File: src/rtl/aq32_bus_pkg.sv
// Shared aq32 bus definitions: master indices, ROM word width and the
// per-master request bundle used by the ROM and RAM port arbiters.
package aq32_bus_pkg;

  localparam int DATA_W = 32;

  localparam logic MST_IBUS = 1'b0;
  localparam logic MST_DBUS = 1'b1;

  typedef struct packed {
    logic [31:0] addr;
    logic        req;
    logic        wr;
  } bus_req_t;

endpackage

File: src/rtl/rr_arb2.sv
// Two-requester round-robin grant with an internal last-granted pointer and
// an eligibility mask; the pointer resets to 1 so requester 0 wins the first tie.
module rr_arb2 (
  input  logic       clk,
  input  logic       reset_n,
  input  logic [1:0] req,
  input  logic [1:0] mask,
  output logic       gnt_vld,
  output logic       gnt_idx
);

  logic [1:0] elig;
  logic       last_q;
  logic       last_d;

  always_comb begin
    elig    = req & ~mask;
    gnt_vld = |elig;
    gnt_idx = 1'b0;
    last_d  = last_q;
    if (&elig) begin
      gnt_idx = ~last_q;
    end else begin
      gnt_idx = elig[1];
    end
    if (gnt_vld) begin
      last_d = gnt_idx;
    end
  end

  always_ff @(posedge clk) begin
    if (!reset_n) begin
      last_q <= 1'b1;
    end else begin
      last_q <= last_d;
    end
  end

endmodule

File: src/rtl/bootrom_arbiter.sv
// Shares the synchronous-read boot ROM between ibus and dbus, one access in
// flight. Optional macro BOOTROM_ARB_WRERR_EN adds dbus_err for write accesses.
module bootrom_arbiter
  import aq32_bus_pkg::*;
#(
  parameter int ADDR_W = 9,
  parameter int DATA_W = aq32_bus_pkg::DATA_W
) (
  input  logic              clk,
  input  logic              reset_n,
  input  logic [31:0]       ibus_addr,
  input  logic              ibus_req,
  output logic              ibus_ack,
  output logic [DATA_W-1:0] ibus_rddata,
  input  logic [31:0]       dbus_addr,
  input  logic              dbus_req,
  input  logic              dbus_wr,
  output logic              dbus_ack,
  output logic [DATA_W-1:0] dbus_rddata,
`ifdef BOOTROM_ARB_WRERR_EN
  output logic              dbus_err,
`endif
  output logic [ADDR_W-1:0] rom_addr,
  input  logic [DATA_W-1:0] rom_rddata
);

  bus_req_t [1:0] mst;
  bus_req_t       win;
  logic [1:0]     req_v;
  logic [1:0]     mask_v;
  logic           gnt_vld;
  logic           gnt_idx;

  logic pend_q, pend_d;
  logic owner_q, owner_d;
`ifdef BOOTROM_ARB_WRERR_EN
  logic wr_q, wr_d;
`endif

  always_comb begin
    mst[MST_IBUS] = '{addr: ibus_addr, req: ibus_req, wr: 1'b0};
    mst[MST_DBUS] = '{addr: dbus_addr, req: dbus_req, wr: dbus_wr};
    // Nothing is granted while reset is held, so rom_addr reads 0 then.
    req_v[MST_IBUS]  = mst[MST_IBUS].req & reset_n;
    req_v[MST_DBUS]  = mst[MST_DBUS].req & reset_n;
    mask_v[MST_IBUS] = pend_q & (owner_q == MST_IBUS);
    mask_v[MST_DBUS] = pend_q & (owner_q == MST_DBUS);
  end

  rr_arb2 u_arb (
    .clk     (clk),
    .reset_n (reset_n),
    .req     (req_v),
    .mask    (mask_v),
    .gnt_vld (gnt_vld),
    .gnt_idx (gnt_idx)
  );

  always_comb begin
    win      = mst[gnt_idx];
    rom_addr = '0;
    pend_d   = gnt_vld;
    owner_d  = owner_q;
    if (gnt_vld) begin
      rom_addr = win.addr[ADDR_W-1:0];
      owner_d  = gnt_idx;
    end
`ifdef BOOTROM_ARB_WRERR_EN
    wr_d = wr_q;
    if (gnt_vld) begin
      wr_d = win.wr;
      if (win.wr) begin
        rom_addr = '0;
      end
    end
`endif
  end

  // Ack cycle: ack is suppressed while reset is held, so a lost access never acks.
  always_comb begin
    ibus_ack    = pend_q & reset_n & (owner_q == MST_IBUS);
    dbus_ack    = pend_q & reset_n & (owner_q == MST_DBUS);
    ibus_rddata = rom_rddata;
    dbus_rddata = rom_rddata;
`ifdef BOOTROM_ARB_WRERR_EN
    dbus_err    = dbus_ack & wr_q;
`endif
  end

  always_ff @(posedge clk) begin
    if (!reset_n) begin
      pend_q  <= 1'b0;
      owner_q <= MST_IBUS;
`ifdef BOOTROM_ARB_WRERR_EN
      wr_q    <= 1'b0;
`endif
    end else begin
      pend_q  <= pend_d;
      owner_q <= owner_d;
`ifdef BOOTROM_ARB_WRERR_EN
      wr_q    <= wr_d;
`endif
    end
  end

  // Address bits above the ROM window alias; request/write flags of the
  // winner are consumed elsewhere or not at all.
  logic unused_win;
  assign unused_win = ^{win.addr[31:ADDR_W], win.req, win.wr};

endmodule
File: config.mk
export PLATFORM = sky130hd
export DESIGN_NAME = bootrom_arbiter
export DESIGN_NICKNAME = d
export VERILOG_FILES = /design/src/rtl/aq32_bus_pkg.sv /design/src/rtl/rr_arb2.sv /design/src/rtl/bootrom_arbiter.sv
export SDC_FILE = /design/constraint.sdc
export NUM_CORES = 1
export LEC_CHECK = 0
export CAP_MARGIN = 20
export CORE_MARGIN = 2
export CORE_UTILIZATION = 19
export DETAILED_ROUTE_END_ITERATION = 6
export GPL_TIMING_DRIVEN = 0
export PLACE_DENSITY = 0.86
export SLEW_MARGIN = 20
export SYNTH_ARGS = -nofsm -noshare
export SYNTH_HDL_FRONTEND = slang
export SYNTH_SLANG_ARGS = --single-unit
File: constraint.sdc
create_clock -name clk -period 1.85 [get_ports clk]
set_input_delay 0.555 -clock clk [delete_from_list [all_inputs] [get_ports clk]]
set_output_delay 0.555 -clock clk [all_outputs]
set_load 0.02 [all_outputs]
==> results of run 1 <==
-- cell families after synthesis --
| group | after synthesis |
|---|---|
| buffers and inverters | 67 |
| multiplexers | 9 |
| flip-flops | 3 |
| AO/OA/AOI/OAI | 3 |
| AND/OR/NAND/NOR | 22 |
-- final timing paths --
path                  endpoint  cells after the start      from
setup / recovery   rom_addr[6]                      6  ibus_req
hold / removal          pend_q                      1    pend_q
setup reg to reg  u_arb.last_q                      5    pend_q
hold reg to reg         pend_q                      1    pend_q
-- state kept, by name, summed over array words and instances, names as in the netlist --
name          flops
owner_q           1
pend_q            1
u_arb.last_q      1
-- power groups by stage --
stage | logic, mW | clock network (mW) | registers [mW]
floorplan | 0.288 | 0 | 0.0769
global placement | 0.506 | 0 | 0.0781
detailed placement | 0.513 | 0 | 0.0781
CTS | 0.537 | 0.195 | 0.0777
global route | 0.566 | 0.200 | 0.0791
finish | 0.537 | 0.189 | 0.0780
-- routing by layer --
layer  GRT usage [%]  vias to the layer above  part of all wire [%]
met5               0                        -                     0
met4            3.14                        0                  0.86
met3            3.99                        4                    13
met2            20.2                       72                    56
met1            9.44                      426                    30
li1                -                      481                     -
-- final cells by class --
cell class / instances / area, um2
fillers: 437 / 2290
multi-input cells: 34 / 337
repair buffers: 100 / 1010
well taps: 52 / 65.1
plain buffers: 66 / 503
flip-flops and latches: 3 / 61.3
inverters: 1 / 3.75
clock buffers: 4 / 45.0
-- metrics by stage --
stage / setup WS (ns) / TNS [ns]
floorplan: 0.0544 / 0
CTS: -0.232 / -2.03
detailed placement: -1.19 / -11.60
finish: -0.220 / -1.82
global route: -0.272 / -2.28
global placement: -1.14 / -11.38
-- cells in the mapped netlist --
library cell  number
a211oi_1           1
a21oi_1            1
and3_1             1
buf_2              1
buf_4             64
buf_6              1
dfxtp_1            3
inv_1              1
mux2_2             1
mux2_4             8
nand2_1            6
nand3b_1           1
nand4_2            1
nor2_1             1
nor2b_1            2
nor3b_1            9
o22ai_1            1
or2b_1             1
-- timing repair --
item / in CTS / in global routing
hold endpoints to repair: 0 / 0
setup endpoints to repair: 11 / 9
cloned: 1 / 0
resized for setup: 77 / 10
hold buffers: 0 / 0
pin swaps: 2 / 0
buffers inserted: 3 / 0
-- critical path: cells and delay by family --
kind | cells | cell delay, ns
mux | 1 | 0.30
buf+inv | 3 | 0.42
simple gates | 2 | 0.25
==> flow_metrics.py, run 1 <==
metrics = {
    "synth": {
        "synth_top_family_by_area": "buffers and inverters",
        "synth_mux_area_share_pct": 15.4,
        "synthCells": 104,
        "post_synth.cell_area_avg_um2": 8.18,
        "synth_seq_cells": 3,
        "synth.top_cell.area_share_pct": 56.5,
        "ys_warn_count": 0,
        "synth_cell_type_count": 18,
        "yosysTopAreaCell": "buf_4",
        "synth_simple_gate_area_share_pct": 16.5,
        "ys_seq_area_share_pct": 7.06,
        "synth.area.top_cells": "buf_4 56%, mux2_4 14%, nor3b_1 7.9%",
        "synth_compound_area_share_pct": 2.21,
        "netlist_area_um2": 851,
        "synth_adder_area_share_pct": 0,
        "synth_nets": 205,
        "synth_xor_area_share_pct": 0,
    },
    "floorplanning": {
        "die_area_um2": 5030,
        "initial_utilization_pct": 19.7,
        "fp.dieW_um": 70.9,
        "core_um2": 4320,
        "pin_count": 176,
        "die_h_um": 70.9,
        "rows": 24,
    },
    "final_layout": {
        "mostFrequentLayoutCell": "clkdlybuf4s50_1",
        "layout-area-overhead-vs-synth_pct": 139,
        "antennaDiodeCount": 0,
        "fin_util_pct": 46.9,
        "fin_cells": 260,
        "stdcell_area_um2": 2030,
        "final_nets": 310,
        "final_cell_mix": "81 x clkdlybuf4s50_1, 67 x buf_4, 9 x buf_6",
        "drive_gt1_share_pct": 49.5,
    },
    "power_and_ir_drop": {
        "pwr-share-comb_pct": 66.8,
        "leakage_nw": 0.962,
        "p_switching_mw": 0.260,
        "seqPwrFrac_pct": 9.7,
        "intPower_mw": 0.544,
        "total_power_mw": 0.804,
        "sw_frac_of_total_pct": 32.3,
        "power_frac_clock_pct": 23.5,
        "cellPowerDensity_nw_per_um2": 396,
        "peakVddDrop_v": 0.000152,
    },
    "timing": {
        "clock.fmax_mhz": 483,
        "setup_ws_ns": -0.220,
        "rsz0062_at_grt": "yes",
        "hold_ws_ns": 0.479,
        "fin_skew_ns": 0.00267,
        "final_max_slew_viol_count": 0,
        "worstMarginPinSlew_ns": 0.223,
        "max_slew_margin_pct": 85.1,
        "period_needed_ns": 2.07,
        "hold_viol": 0,
        "setup_violations": 9,
        "finalCritPeriodShare_pct": 112,
    },
    "grt": {
        "grt_pass1_vias": 1023,
        "grt_pass1_wl_um": 4120,
        "grt_max_degree": 11,
        "gr-total-overflow": 0,
        "grt_usage_pct": 10.2,
        "antenna_found_initial": 0,
    },
    "placement": {
        "dp_cells": 252,
        "place_congestion": 0.636,
        "hpwl_um": 2320,
        "numPortBuffers": 96,
        "dpl_cell_area_um2": 1880,
    },
    "critical_path": {
        "path_max_fanout": 4,
        "critPathKind": "in2out",
        "arrival_ns": 1.52,
        "crit_path_cell_trace": "buf_8, nand3b_1, nand4_4, clkbuf_16, mux2_4, buf_6",
        "required_ns": 1.29,
        "r2r_setup_slack_ns": 0.78,
        "setup.worst_path.start_class": "input pin",
        "crit_slowest_cell": "mux2_4",
        "endpoint_kind": "primary output",
        "slowest_delay_ns": 0.30,
    },
    "cts": {
        "cts_sinks": 3,
        "cts_tree": "built",
        "clkSlewWorstSetupHoldPaths_ns": 0.03,
        "cts_buffer_depth": 2,
        "htreeDepth": 1,
        "clk_latency_ns": 0.22,
        "cts_made_buffers": 3,
        "cts_root_buffer": "clkbuf_8",
    },
    "detailed_routing": {
        "ant_nets": 0,
        "drc": 0,
        "drt-wirelength-per-cell_um": 10.3,
        "drtPass1Iterations": 4,
        "num_vias": 983,
        "drtIter0Drc": 8,
        "wirelength_um": 2690,
        "vias_per_cell": 3.78,
    },
    "min_path": {
        "hold_class": "reg2reg",
    },
    "run": {
        "max-cap-violations": 0,
    },
    "outcome": {
        "violations": "negative setup slack",
        "status": "complete, but fails checks",
    },
}
Note: power is estimated with default switching activity, not from simulation.
==> run 2, diff against run 1 <==
--- a/config.mk
+++ b/config.mk
@@ -6,11 +6,14 @@
 export NUM_CORES = 1
 export LEC_CHECK = 0
 export CAP_MARGIN = 20
+export CELL_PAD_IN_SITES_DETAIL_PLACEMENT = 1
+export CELL_PAD_IN_SITES_GLOBAL_PLACEMENT = 2
 export CORE_MARGIN = 2
-export CORE_UTILIZATION = 19
+export CORE_UTILIZATION = 10
+export CTS_BUF_LIST = sky130_fd_sc_hd__clkbuf_8
 export DETAILED_ROUTE_END_ITERATION = 6
 export GPL_TIMING_DRIVEN = 0
-export PLACE_DENSITY = 0.86
+export PLACE_DENSITY = 0.95
 export SLEW_MARGIN = 20
 export SYNTH_ARGS = -nofsm -noshare
 export SYNTH_HDL_FRONTEND = slang
==> run 2 against run 1 <==
The flow still finishes with violations (negative setup slack). Critical endpoint is now rom_addr[7]. Register-to-register slack worse by 0.03 ns. Flip-flop and latch count unchanged. Setup slack worse by 0.0099 ns.
==> flow_metrics.py, run 2 (synthesis gave the netlist of run 1 again) <==
metrics = {
    "floorplanning": {
        "pin_count": 176,
        "die_area_um2": 9260,
        "fp.dieW_um": 96.2,
        "die_h_um": 96.2,
        "initial_utilization_pct": 10.4,
        "core_um2": 8220,
        "rows": 33,
    },
    "grt": {
        "grt_usage_pct": 5.96,
        "gr-total-overflow": 0,
        "grt_max_degree": 11,
        "grt_pass1_vias": 1024,
        "grt_pass1_wl_um": 4260,
        "antenna_found_initial": 0,
    },
    "final_layout": {
        "stdcell_area_um2": 2080,
        "final_nets": 310,
        "layout-area-overhead-vs-synth_pct": 144,
        "fin_cells": 313,
        "fin_util_pct": 25.3,
        "fillers": 986,
        "reg.largest.list": "owner_q (1), pend_q (1), u_arb.last_q (1)",
        "drive_gt1_share_pct": 49.5,
        "antennaDiodeCount": 0,
        "final_cell_mix": "82 x clkdlybuf4s50_1, 68 x buf_4, 8 x mux2_4, 8 x buf_6",
        "mostFrequentLayoutCell": "clkdlybuf4s50_1",
    },
    "detailed_routing": {
        "drtIter0Drc": 9,
        "ant_nets": 0,
        "wirelength_um": 3060,
        "vias_per_cell": 3.22,
        "drc": 0,
        "drtPass1Iterations": 4,
        "drt-wirelength-per-cell_um": 9.78,
        "num_vias": 1007,
    },
    "timing": {
        "hold_ws_ns": 0.464,
        "rsz0062_at_grt": "yes",
        "worstMarginPinSlew_ns": 0.229,
        "setup-tns-final_ns": -1.87,
        "max_slew_margin_pct": 84.7,
        "fin_skew_ns": 0.00418,
        "setup_ws_ns": -0.230,
        "hold_viol": 0,
        "clock.fmax_mhz": 481,
        "finalCritPeriodShare_pct": 112,
        "setup_violations": 9,
        "final_max_slew_viol_count": 0,
        "period_needed_ns": 2.08,
    },
    "placement": {
        "hpwl_um": 2630,
        "dp_cells": 305,
        "dp_slack_ns": -1.22,
        "place_congestion": 0.670,
        "dpl_cell_area_um2": 1940,
        "numPortBuffers": 96,
    },
    "cts": {
        "clk_latency_ns": 0.22,
        "cts_sinks": 3,
        "cts_made_buffers": 3,
        "htreeDepth": 1,
        "cts_tree": "built",
        "cts_buffer_depth": 2,
        "clkSlewWorstSetupHoldPaths_ns": 0.03,
        "cts_root_buffer": "clkbuf_8",
    },
    "power_and_ir_drop": {
        "p_switching_mw": 0.267,
        "intPower_mw": 0.536,
        "leakage_nw": 0.950,
        "peakVddDrop_v": 0.0000884,
        "pwr-share-comb_pct": 66.9,
        "sw_frac_of_total_pct": 33.2,
        "seqPwrFrac_pct": 9.7,
        "power_frac_clock_pct": 23.4,
        "total_power_mw": 0.803,
        "cellPowerDensity_nw_per_um2": 387,
    },
    "outcome": {
        "violations": "negative setup slack",
        "status": "complete, but fails checks",
    },
    "critical_path": {
        "r2r_setup_slack_ns": 0.75,
        "required_ns": 1.29,
        "setup.worst_path.start_class": "input pin",
        "critPathKind": "in2out",
        "path_max_fanout": 4,
        "arrival_ns": 1.53,
        "worstRegToRegCells": 5,
        "timing.rr.end": "owner_q",
        "crit_start": "ibus_req",
        "r2r-start": "pend_q",
        "endpoint_kind": "primary output",
    },
    "run": {
        "max-cap-violations": 0,
    },
    "min_path": {
        "hold_end": "pend_q",
        "hold_depth": 1,
        "hold_class": "reg2reg",
        "hp-start": "pend_q",
    },
}
## run 2: changes by cell type in the layout (fill, tap and decap cells not counted), sizes merged
| cell | before | now |
|---|---|---|
| clkdlybuf4s50 | 81 | 82 |
| inv | 1 | 2 |
| clkbuf | 6 | 5 |
| dlymetal6s2s | 1 | 0 |
| dlygate4sd2 | 2 | 1 |
| buf | 80 | 81 |
## run 2: worst max path at each step
stage | endpoint | slack, ns | depth (start not counted)
floorplan | rom_addr[0] | 0.05 | 4
global placement | rom_addr[1] | -1.18 | 5
detailed placement | rom_addr[7] | -1.22 | 5
CTS | rom_addr[2] | -0.24 | 6
global route | rom_addr[7] | -0.28 | 6
finish | rom_addr[7] | -0.23 | 6
## run 2: layout make-up
class / count / area (um2) / share of cell area, %
Sequential cell: 3 / 65.1 / 3.13
Tap cell: 105 / 131 / 6.33
Clock inverter: 1 / 3.75 / 0.181
Inverter: 1 / 3.75 / 0.181
Multi-Input combinational cell: 34 / 327 / 15.7
Buffer: 66 / 503 / 24.2
Timing Repair Buffer: 100 / 1000 / 48.3
Clock buffer: 3 / 41.3 / 1.99
## run 2: routing by layer
metal | vias up | routed length (um) | track usage (%)
met5 | - | 0 | 0
met4 | 0 | 0 | 1.43
met3 | 0 | 528 | 3.05
met2 | 82 | 1560 | 11.7
met1 | 443 | 972 | 5.27
li1 | 482 | - | -
## run 2: power groups by stage
stage | sequential (mW) | clock (mW) | combinational [mW]
after floorplan | 0.0769 | 0 | 0.288
after global placement | 0.0785 | 0 | 0.510
after detailed placement | 0.0788 | 0 | 0.518
after CTS | 0.0783 | 0.195 | 0.544
after global routing | 0.0794 | 0.201 | 0.568
final | 0.0781 | 0.188 | 0.537
## run 2: timing repair
| item | in CTS | in global routing |
|---|---|---|
| cloned | 1 | 0 |
| pin swaps | 2 | 0 |
| gates resized for setup | 77 | 9 |
| hold buffers | 0 | 0 |
| endpoints found under the setup margin | 11 | 10 |
| setup buffers | 3 | 0 |
## run 2: worst max-delay path, stage by stage
cell and delay [ns]:
buf_8 0.10, nand3b_1 0.12, nand4_4 0.13, clkbuf_16 0.19, mux2_4 0.30, buf_6 0.13
